## src/rtl/addsub_serial.sv

```systemverilog
// addsub_serial: digit-serial signed/unsigned add/subtract with overflow, carry/borrow, zero and negative flags
module addsub_serial #(
    parameter int WIDTH = 8,
    parameter int DIGIT = 1
) (
    input  logic             clk,
    input  logic             rst,
    input  logic             in_valid,
    output logic             in_ready,
    input  logic             op,
    input  logic             ci,
    input  logic [WIDTH-1:0] x,
    input  logic [WIDTH-1:0] y,
    output logic             out_valid,
    input  logic             out_ready,
    output logic [WIDTH-1:0] r,
    output logic             of,
    output logic             co,
    output logic             z,
    output logic             n
);
    localparam int N = WIDTH / DIGIT;
    localparam int KW = N > 1 ? $clog2(N) : 1;

    typedef enum logic [1:0] {IDLE, RUN, DONE} state_t;

    state_t           state;
    logic [WIDTH-1:0] xa, bs, r_nxt;
    logic [KW-1:0]    k;
    logic             c, opl;
    logic [DIGIT:0]   sum;

    if (WIDTH < 2 || WIDTH % DIGIT != 0) begin : g_bad_params
        $error("addsub_serial: WIDTH must be >= 2 and a multiple of DIGIT");
    end

    assign in_ready  = state == IDLE;
    assign out_valid = state == DONE;

    // Subtraction runs as x + ~y + ~ci, so the datapath below is a plain adder slice.
    always_comb begin
        sum = {1'b0, xa[k*DIGIT +: DIGIT]} + {1'b0, bs[k*DIGIT +: DIGIT]} + {{DIGIT{1'b0}}, c};
        r_nxt = r;
        r_nxt[k*DIGIT +: DIGIT] = sum[DIGIT-1:0];
    end

    always_ff @(posedge clk) begin
        if (rst) begin
            state <= IDLE;
            k     <= '0;
            c     <= 1'b0;
            opl   <= 1'b0;
            xa    <= '0;
            bs    <= '0;
            r     <= '0;
            of    <= 1'b0;
            co    <= 1'b0;
            z     <= 1'b0;
            n     <= 1'b0;
        end else begin
            case (state)
                IDLE: if (in_valid) begin
                    xa    <= x;
                    bs    <= op ? ~y : y;
                    c     <= op ? ~ci : ci;
                    opl   <= op;
                    k     <= '0;
                    state <= RUN;
                end
                RUN: begin
                    r <= r_nxt;
                    c <= sum[DIGIT];
                    if (k == KW'(N - 1)) begin
                        co    <= opl ? ~sum[DIGIT] : sum[DIGIT];
                        of    <= (xa[WIDTH-1] == bs[WIDTH-1]) && (r_nxt[WIDTH-1] != xa[WIDTH-1]);
                        z     <= r_nxt == '0;
                        n     <= r_nxt[WIDTH-1];
                        state <= DONE;
                    end else begin
                        k <= k + 1'b1;
                    end
                end
                DONE: if (out_ready) state <= IDLE;
                default: state <= IDLE;
            endcase
        end
    end
endmodule

```

## config.mk

```make
export PLATFORM = sky130hd
export DESIGN_NAME = addsub_serial
export DESIGN_NICKNAME = d
export VERILOG_FILES = /design/src/rtl/addsub_serial.sv
export SDC_FILE = /design/constraint.sdc
export NUM_CORES = 1
export LEC_CHECK = 0
export BUFFER_PORTS_ARGS = -buffer_cell sky130_fd_sc_hd__buf_2
export CORE_MARGIN = 4
export CORE_UTILIZATION = 50
export CTS_CLUSTER_DIAMETER = 40
export DETAILED_ROUTE_END_ITERATION = 8
export MAX_ROUTING_LAYER = met4
export PLACE_DENSITY = 0.73
export SYNTH_ARGS = -nofsm -noshare
export SYNTH_HDL_FRONTEND = slang
export SYNTH_SLANG_ARGS = --single-unit
```

## constraint.sdc

```tcl
create_clock -name clk -period 3.3 [get_ports clk]
set_input_delay 0.66 -clock clk [delete_from_list [all_inputs] [get_ports clk]]
set_output_delay 0.66 -clock clk [all_outputs]
set_load 0.005 [all_outputs]
```

Word level (Yosys, flattened, before mapping)
Index checks and enable logic that the tools add are counted.
Widths: inputs -> output; s select.
{"block": "totals", "ff_bits": 35, "inputBits": 22, "out_inout_bits": 14, "wordCells": 53}
{"block": "classes", "n_addsub": 4, "n_eq_ne": 9, "n_shift": 4, "muxes": 13, "bitwise_logic": 3, "n_reduce_logical": 9}
{"operator": "$neg 3->34", "n": 1}
{"operator": "$shift 1x34->8 const A", "n": 1}
{"operator": "$shiftx 1x34->8", "n": 1}
{"operator": "$shiftx 8x4->1", "n": 2}
{"operator": "$bwmux 8", "n": 1}
{"operator": "$logic_not 8->1", "n": 1}
{"operator": "$mux 8", "n": 1}
{"operator": "$not 8->8", "n": 1}
{"operator": "$mux 2", "n": 3}
{"operator": "$mux 3", "n": 2}
{"operator": "$ne 2x2->1 const B", "n": 3}
{"operator": "$pmux 2 s3", "n": 1}
{"operator": "$pmux 3 s2", "n": 1}
{"operator": "$reduce_and 2->1", "n": 3}
{"operator": "$reduce_and 3->1", "n": 2}
{"operator": "$add 3x1->3 const B", "n": 1}
{"operator": "$eq 3x3->1 const B", "n": 1}
{"operator": "$mux 1", "n": 3}
{"operator": "$add 1x1->2", "n": 1}
{"operator": "$add 2x1->2", "n": 1}
{"operator": "$eq 2x1->1 const B", "n": 1}
{"operator": "$eq 2x2->1 const B", "n": 1}
{"operator": "$logic_not 2->1", "n": 1}
{"operator": "$ne 2x1->1 const B", "n": 1}
{"operator": "6 further kinds", "n": 7}

Depth between registers and ports, before layout
Gate-level depths: netlist of run 1.
{"block": "logic_depth", "word_depth": 7, "mapped_depth": 10, "depth_no_buf": 8}

Least setup slack after synthesis of run 1
Ideal clock, no wire load.
{"block": "synth_path", "path_kind": "reg2reg", "start": "reg k[0]", "end": "reg z", "setup_time_ns": 0.069, "arrival_time_ns": 2.484, "t_required_ns": 3.231, "setup_slack_ns": 0.747, "path_stages_with_launch": 9, "path_buffers": 1, "period_less_slack_ns": 2.553, "cell_sequence": "dfxtp_1 > buf_6 > mux4_1 > mux2i_1 > fa_1 > nor3_1 > mux2_4 > or4_1 > o21ai_1"}
{"block": "synth_between", "elab_chain_cells": 6, "word_cells_on_any_way": 11, "cone_classes": "add/sub: 3; eq/ne: 1; shift: 4; mux: 1; reduce/logical: 2"}
{"item": "from (decl)", "line_no": "29", "text": "logic [KW-1:0] k;"}
{"item": "from (signal assigned)", "line_no": "80", "text": "k <= k + 1'b1;"}
{"item": "$shiftx 8x4->1", "line_no": "42", "text": "sum = {1'b0, xa[k*DIGIT +: DIGIT]} + {1'b0, bs[k*DIGIT +: DIGIT]} + {{DIGIT{1'b0}}, c};"}
{"item": "$add 1x1->2", "line_no": "42"}
{"item": "$add 2x1->2", "line_no": "42"}
{"item": "$shiftx 1x34->8", "line_no": "44", "text": "r_nxt[k*DIGIT +: DIGIT] = sum[DIGIT-1:0];"}
{"item": "$bwmux 8", "line_no": "44"}
{"item": "$logic_not 8->1", "line_no": "76", "text": "z <= r_nxt == '0;"}
{"item": "to (signal assigned)", "line_no": "58", "text": "z <= 1'b0;"}
{"item": "to (signal assigned)", "line_no": "76"}
{"item": "to (decl)", "line_no": "19", "text": "output logic z,"}
Parallel ways exist; a longest one is shown, timed or not.
A chain may end at the register's enable or synchronous reset.

Worst setup path after layout of run 1
Same ends and word-level chain as after synthesis.

==> results.tsv, run 1 <==
metric	value	unit
Non-Filler Instances	290	
clock latency on the worst-skew pair	0.29	ns
WL final	3.823	mm
crit path DAT	3.02	ns
HPWL after DPL	2.759	mm
FILL cells	335	
drt pass-1 iters	4	
Core ar.	0.003468	mm²
Reg clk slew, reported paths	0.07	ns
CP cell instances	buf_4, inv_2, ha_1, ha_1, nand2b_1, nor4_2, mux2_4, or4_1, o21ai_1	
PwrDens	469.2	mW/mm²
# nets final	270	
die width	69.21	µm
CP Buf/Inv Count	2	
Synthesized Nets	237	
Die Y	69.21	µm
Max FO, Critical Path	9	
CTS Sinks	35	
RSZ-0062 raised after global routing	no	
Post-CTS Setup Repair Bufs	0	
DRC	0	
Num CTS Buffers	5	
synth unique cells	51	
Tot Pwr	0.001023	W
IO Port Bufs	35	
Worst path top cell family by delay	simple AND/OR/NAND/NOR gates	
Final Wtd Congestion	0.8773	
hold crit path type	flip-flop to flip-flop	
Post-Route Skew	0.006351	ns
Worst Path Required	3.53	ns
CP endpoint kind	flip-flop	
Final ANT Viol Nets	0	
root buffer cell	clkbuf_8	
Synth warnings	0	
TritonCTS clock tree	built	
Pins Over Slew Limit	0	
dominant cell type by area after synthesis	dfxtp_1	
# IOs	36	
Rows	21	
largest net degree at the start of global routing	37	
grt ovf	0	
multi-input logic area	0.001081	mm²
initial core utilization	54.00	%
Crit Path Class	flip-flop to flip-flop	
Mapped Cells	210	
async set-reset flop share out of synthesis	0	%
initial antenna violation count	0	
Max Cap Violations	0	
register area share after synthesis	37.41	%
setup_tns	0	ns
Synth top area share	37.41	%
Die Area	0.004789	mm²
DR iter-0 viols	106	
global-route usage over all layers	17.61	%
share of layout cells above drive strength 1	24.18	%
Hold Vio Cnt, Final	0	
Reg area	700.7	µm²
Largest stage delay, worst path	0.47	ns
WL/cell	13.18	µm
headroom to the max-slew limit	55.52	%
Final setup violation count	0	
Final Cycle Share	84.79	%
synthesis-to-finish area growth	16.43	%
PostCTS Resize Cnt	0	
min cycle time layout	2.798	ns
register bit total from synthesis	35	
via count	1571	
mapped cell area	0.001873	mm²
vias per cell	5.417	
first-pass GRT wire length	6.775	mm
Post-synth EDFFs	0	
vias in the first global route	1458	
Max Root-Sink Buffers	2	
Worst setup SP type	flip-flop	
Synth area leaders	dfxtp_1, nand2_1, a21oi_1	
Syn Area/Cell	8.919	µm²
outcome	finished clean	
VDD IR max	370.5	µV
Leak	0.8910	nW
top_reg_cell synth	dfxtp_1	
Most Frequent Cell on Critical Path	ha_1	
Placed Cells	282	
antenna diode count	0	
# hold bufs at CTS	0	
H-tree levels	2	
fmax	357.4	MHz
crit path max-delay cell type	dfxtp_1	
worst slew pin tran	0.6672	ns
==> placed cells by master (no fill, tap or decap), types with 4 or more instances in the layout <==
master / netlist / final
a21oi_1: 21 / 21
buf_2: 1 / 35
nand2_1: 30 / 30
nor3_1: 4 / 4
mux4_1: 4 / 4
xnor2_1: 8 / 8
clkbuf_8: 0 / 6
nor2_1: 23 / 23
a211oi_1: 8 / 8
ha_1: 4 / 4
nand2b_1: 4 / 4
inv_1: 5 / 5
mux2i_1: 6 / 6
o21ai_0: 4 / 4
dfxtp_1: 35 / 35
==> power by group <==
part	internal (W)	switching [W]	total [W]
combinational	0.0000661	0.0000924	0.000159
sequential	0.000442	0.0000147	0.000457
clock	0.000248	0.000159	0.000408
==> layout make-up <==
class                      instances  share of cell area, %
timing repair buffer              38                  9.065
clock inverter                     2                  1.779
sequential                        35                  32.13
clock buffer                       6                  3.787
multi-input combinational        157                  49.57
inverter                           6                  1.033
tap                               46                  2.639
==> cell families after synthesis <==
logic type / share of synthesized area, %
AOI/OAI and AO/OA: 14.70
buffers and inverters: 4.876
adders and majority gates: 3.741
muxes: 9.619
and+or+nand+nor: 24.98
DFF: 37.41
xor gates and xnor gates: 4.676
==> state kept, by name (all words and copies together) (netlist names), 2 cells and up <==
signal,count
xa,8
k,3
bs,8
r,8
state,2
==> cell usage after synthesis, types with 3 or more instances <==
library cell,number
mux4_1,4
nor2b_1,3
clkbuf_1,6
inv_1,5
ha_1,4
nor2_1,23
nor3_1,4
nand2_1,30
a21oi_1,21
a211oi_1,8
xnor2_1,8
nand3_1,3
nand2b_1,4
dfxtp_1,35
mux2i_1,6
o21ai_0,4
==> routing by layer <==
metal / routed length [µm] / global-route usage, %
met4: 55 / 5.640
met1: 1798 / 22.58
met2: 1798 / 27.54
met5: 0 / -
met3: 171 / 4.058
==> worst min-delay path: stages, from the launching register on <==
cell     delay, ns
dfxtp_1       0.31
nand2_1       0.05
a21oi_1       0.05
==> path summary, 6_finish.rpt <==
kind / start / to / slack (ns) / cells after the start
hold reg to reg: n / n / 0.46 / 2
setup reg to reg: k[0] / z / 0.50 / 9
setup / recovery: k[0] / z / 0.50 / 9
hold / removal: n / n / 0.46 / 2
==> through the flow <==
stage | hold WS, ns | instance area [µm²] | util, % | worst slack (ns)
after floorplan | 0.4315 | 1873 | - | 0.7475
after global placement | 0.4410 | 2059 | 59.38 | 0.5948
after detailed placement | 0.4482 | 2059 | 59.38 | 0.5225
after CTS | 0.4592 | 2181 | 62.88 | 0.5074
after global routing | 0.4855 | 2181 | 62.88 | 0.3328
final | 0.4607 | 2181 | 62.88 | 0.5020
Note: power is estimated with default switching activity, not from simulation.
==> run 2, diff against run 1 <==
- clock period: 3.3 -> 2.9 ns (I/O delays scaled with it)
==> run 2 against run 1 <==
- maximum frequency rose by 4.3%
- via count is 2.2% higher
- first-iteration DRC count is 18% lower
- setup slack lost 0.28 ns
- worst hold slack worse by 0.00091 ns
- flip-flop and latch count did not move
- count of clock-buffer cells in the layout unchanged
- critical endpoint unchanged
- largest power group unchanged
==> results.tsv, run 2 (same netlist as run 1, synthesis figures left out) <==
metric	value	unit	change
WL final	4.088	mm	+6.9%
clock share of power	33.5	%	-6.3 points
CTS Sinks	35		unchanged
crit path DAT	2.91	ns	-0.11 ns
Worst Path Required	3.13	ns	-0.40 ns
switching share of total power	28.00	%	+2.0 points
Placed Area	0.002082	mm²	+1.1%
DRC	0		unchanged
Pins Over Slew Limit	0		unchanged
Crit path depth	7		-2
Reg clk slew, reported paths	0.07	ns	about the same
Hold Path Depth	2		unchanged
Post-Route Skew	0.001714	ns	-0.004636 ns
Reg area	700.7	µm²	unchanged
Hold Vio Cnt, Final	0		unchanged
final non-filler cell area	0.002170	mm²	-0.52%
CP endpoint kind	flip-flop		
hold crit path type	flip-flop to flip-flop		
setup_tns	0	ns	unchanged
highest-count cells in the layout ignoring fill and taps	dfxtp_1, buf_2, nand2_1		
FILL cells	322		-3.9%
global-route usage over all layers	18.83	%	+1.2 points
headroom to the max-slew limit	55.66	%	+0.14 points
VDD IR max	413.2	µV	+12%
clock latency on the worst-skew pair	0.29	ns	about the same
Non-Filler Instances	292		+0.69%
Rows	21		unchanged
PostCTS Resize Cnt	0		unchanged
vias per cell	5.500		+1.5%
Final setup violation count	0		unchanged
Leak	0.8922	nW	+0.13%
IO Port Bufs	35		unchanged
share of layout cells above drive strength 1	24.80	%	+0.62 points
Final ANT Viol Nets	0		unchanged
Placed Cells	285		+1.1%
drt pass-1 iters	4		unchanged
WL/cell	14.00	µm	+6.2%
grt ovf	0		unchanged
antenna diode count	0		unchanged
Hold Slack	0.4598	ns	-0.0009090 ns
Largest stage delay, worst path	0.60	ns	+0.13 ns
P_sw	0.0002990	W	+12%
Num CTS Buffers	5		unchanged
# nets final	273		+1.1%
multi-input logic area	0.001081	mm²	unchanged
die width	69.21	µm	unchanged
Worst path top cell family by delay	multiplexers		
Die Area	0.004789	mm²	unchanged
Crit Path Class	flip-flop to flip-flop		
setup slack, reg-to-reg	0.22	ns	-0.28 ns
Worst setup SP type	flip-flop		
Internal Power	0.0007690	W	+1.6%
via count	1606		+2.2%
Largest regs	bs: 8 flops, r: 8 flops, xa: 8 flops		
Comb power frac	17.6	%	+2.1 points
HPWL after DPL	2.980	mm	+8.0%
initial core utilization	54.00	%	unchanged
outcome	finished clean		
TritonCTS clock tree	built		
PwrDens	492.3	mW/mm²	+4.9%
# hold bufs at CTS	0		unchanged
register share of total power	48.9	%	+4.2 points
crit path max-delay cell type	mux4_1		
vias in the first global route	1530		+4.9%
FF-to-FF path depth	7		-2
RSZ-0062 raised after global routing	no		
# IOs	36		unchanged
CP cell instances	mux4_1, mux2i_1, fa_1, nor3_1, mux2_4, or4_1, o21ai_1		
DR iter-0 viols	87		-18%
root buffer cell	clkbuf_8		
Post-CTS Setup Repair Bufs	0		unchanged
largest net degree at the start of global routing	37		unchanged
initial antenna violation count	0		unchanged
Core ar.	0.003468	mm²	unchanged
fmax	372.9	MHz	+4.3%
min cycle time layout	2.682	ns	-0.1163 ns
worst slew pin tran	0.6651	ns	-0.002041 ns
Die Y	69.21	µm	unchanged
CP Buf/Inv Count	0		-2
Max FO, Critical Path	7		-2
first-pass GRT wire length	7.148	mm	+5.5%
Final Cycle Share	92.47	%	+7.7 points
synthesis-to-finish area growth	15.83	%	
Max Cap Violations	0		unchanged
H-tree levels	2		unchanged
Max Root-Sink Buffers	2		unchanged
Final Wtd Congestion	0.8775		about the same
## run 2: cell types whose count changed in the layout (fill, tap and decap cells not counted)
cell	previous run	this run
buf_4	3	6
bufinv_16	1	0
clkinv_2	0	1
inv_6	1	0
## run 2: path summary, 6_finish.rpt
path,end,from
worst max-delay path,z,k[0]
worst min-delay path,xa[1],xa[1]
worst max register to register,z,k[0]
worst min register to register,xa[1],xa[1]
## run 2: per-layer routing
| layer | GRT usage [%] | routed length (µm) | share of wire (%) |
|---|---|---|---|
| met5 | - | 0 | 0 |
| met3 | 4.928 | 193 | 4.7 |
| met4 | 6.291 | 62 | 1.5 |
| met2 | 29.87 | 1965 | 48 |
| met1 | 23.29 | 1866 | 46 |
## run 2: cell type report
| class | count | share of cell area (%) |
|---|---|---|
| clock inverter | 1 | 0.2307 |
| multi-input combinational | 157 | 49.83 |
| tap | 46 | 2.653 |
| clock buffer | 6 | 3.806 |
| sequential | 35 | 32.30 |
| timing repair buffer | 41 | 10.15 |
| inverter | 6 | 1.038 |
## run 2: worst min-delay path, cell delays in order (launching register included)
cell,delay [ns]
dfxtp_1,0.31
nand2_1,0.05
a21oi_1,0.05
## run 2: power by group through the flow
stage               Combinational [W]  Clock (W)  Sequential (W)
floorplan                    0.000140          0        0.000525
global placement             0.000182          0        0.000532
detailed placement           0.000187          0        0.000533
CTS                          0.000188   0.000367        0.000522
global route                 0.000210   0.000381        0.000525
finish                       0.000188   0.000358        0.000522
## run 2: metrics by stage
stage | setup slack, ns | power, W | util, %
finish | 0.2183 | 0.001068 | 62.55
global route | 0.02554 | 0.001115 | 62.55
CTS | 0.2090 | 0.001077 | 62.55
detailed placement | 0.2076 | 0.0007196 | 60.03
global placement | 0.3435 | 0.0007140 | 60.03
floorplan | 0.3475 | 0.0006651 | -
==> run 3, diff against run 2 <==
- CTS_BUF_LIST: default -> sky130_fd_sc_hd__clkbuf_16
==> run 3 against run 2 <==
- utilization up 1.3 points
- count of clock-buffer cells in the layout is 1 lower
- sequential share of layout area shrank 0.67 points
- setup slack worse by 0.025 ns
- final area grew 2.1%
- cell count is the same
- sequential power is essentially flat
- critical endpoint unchanged
- largest power group unchanged
==> results.tsv, run 3 (same netlist as run 1, synthesis figures left out) <==
metric	value	unit	change
# nets final	273		unchanged
Final ANT Viol Nets	0		unchanged
Die Y	69.21	µm	unchanged
Hold Path Depth	2		unchanged
WL final	4.203	mm	+2.8%
root buffer cell	clkbuf_16		
Final Wtd Congestion	0.8775		unchanged
crit path DAT	2.92	ns	about the same
setup slack, reg-to-reg	0.19	ns	-0.02 ns
fmax	369.5	MHz	-0.91%
H-tree levels	2		unchanged
hold wc startpoint	xa[1]		
DRC	0		unchanged
Hold Slack	0.4611	ns	+0.001292 ns
initial antenna violation count	0		unchanged
PostCTS Resize Cnt	0		unchanged
synthesis-to-finish area growth	18.30	%	
final non-filler cell area	0.002216	mm²	+2.1%
share of layout cells above drive strength 1	24.39	%	-0.41 points
Hold Vio Cnt, Final	0		unchanged
grt ovf	0		unchanged
Num CTS Buffers	5		unchanged
Reg clk slew, reported paths	0.05	ns	-0.02 ns
hold crit path type	flip-flop to flip-flop		
die width	69.21	µm	unchanged
# hold bufs at CTS	0		unchanged
outcome	finished clean		
Max Cap Violations	0		unchanged
hold endpoint	xa[1]		
TritonCTS clock tree	built		
Worst setup SP type	flip-flop		
Worst Path Required	3.11	ns	-0.02 ns
highest-count cells in the layout ignoring fill and taps	dfxtp_1, buf_2, nand2_1		
Placed Area	0.002082	mm²	unchanged
first-pass GRT wire length	7.231	mm	+1.2%
# IOs	36		unchanged
worst slew pin tran	0.6645	ns	-0.0006723 ns
Largest regs	bs: 8 flops, r: 8 flops, xa: 8 flops		
Max FO, Critical Path	7		unchanged
CP endpoint kind	flip-flop		
initial core utilization	54.00	%	unchanged
clock latency on the worst-skew pair	0.28	ns	about the same
PwrDens	544.3	mW/mm²	+11%
largest net degree at the start of global routing	37		unchanged
headroom to the max-slew limit	55.70	%	about the same
FF-to-FF path depth	7		unchanged
reg2reg end	z		
vias per cell	5.497		about the same
Leak	0.9122	nW	+2.2%
Die Area	0.004789	mm²	unchanged
Pins Over Slew Limit	0		unchanged
drt pass-1 iters	4		unchanged
Post-Route Skew	0.003979	ns	+0.002265 ns
setup_tns	0	ns	unchanged
Rows	21		unchanged
HPWL after DPL	2.980	mm	unchanged
Final setup violation count	0		unchanged
Final Cycle Share	93.32	%	+0.85 points
Core ar.	0.003468	mm²	unchanged
DR iter-0 viols	121		+39%
RSZ-0062 raised after global routing	no		
CTS Sinks	35		unchanged
Post-CTS Setup Repair Bufs	0		unchanged
WL/cell	14.39	µm	+2.8%
global-route usage over all layers	18.91	%	+0.074 points
VDD IR max	324.1	µV	-22%
Crit Path Class	flip-flop to flip-flop		
Max Root-Sink Buffers	2		unchanged
IO Port Bufs	35		unchanged
min cycle time layout	2.706	ns	+0.02462 ns
reg-to-reg startpoint	k[0]		
vias in the first global route	1573		+2.8%
Tot Pwr	0.001206	W	+13%
antenna diode count	0		unchanged
via count	1605		-0.062%
==> run 3: cell count changes in the layout (fill, tap and decap cells not counted) <==
cell       change
clkbuf_16      +5
clkbuf_8       -6
clkinv_1       +1
==> run 3: critical path, stage by stage (launching register included) <==
cell	delay [ns]
dfxtp_1	0.48
mux4_1	0.60
mux2i_1	0.22
fa_1	0.36
nor3_1	0.11
mux2_4	0.27
or4_1	0.47
o21ai_1	0.13
==> run 3: how the worst max path moves through the flow <==
stage,endpoint,depth (start not counted),start,slack [ns]
after detailed placement,z,8,k[0],0.21
after global placement,z,8,k[0],0.34
after CTS,z,7,k[0],0.18
final,z,7,k[0],0.19
after floorplan,z,8,k[0],0.35
after global routing,z,8,k[0],0.03
==> run 3: through the flow <==
step	util [%]	cells	setup WS, ns
4_1_cts	63.89	292	0.1753
5_1_grt	63.89	292	0.02853
2_1_floorplan	-	210	0.3475
6_report	63.89	292	0.1937
3_5_place_dp	60.03	285	0.2076
3_3_place_gp	60.03	285	0.3435
==> run 3: metal layers <==
layer	wire, µm	part of all wire (%)	GRT usage, %	vias up
li1	-	-	-	817
met5	0	0	-	-
met1	1896	45	23.15	741
met4	55	1.3	8.243	0
met3	189	4.5	3.623	6
met2	2062	49	30.30	41
==> run 3: final cells by class <==
class	instances	area, µm²
Fill cell	315	1252
Multi-Input combinational cell	157	1081
Sequential cell	35	700.7
Timing Repair Buffer	41	220.2
Clock buffer	5	125.1
Tap cell	46	57.56
Inverter	6	22.52
Clock inverter	2	8.758
==> run 3: power by group <==
part	leakage [nW]	internal (W)	switching [W]
Clock	0.0671	0.000308	0.000186
Combinational	0.559	0.0000790	0.000109
Sequential	0.286	0.000505	0.0000189
Total	0.912	0.000892	0.000314
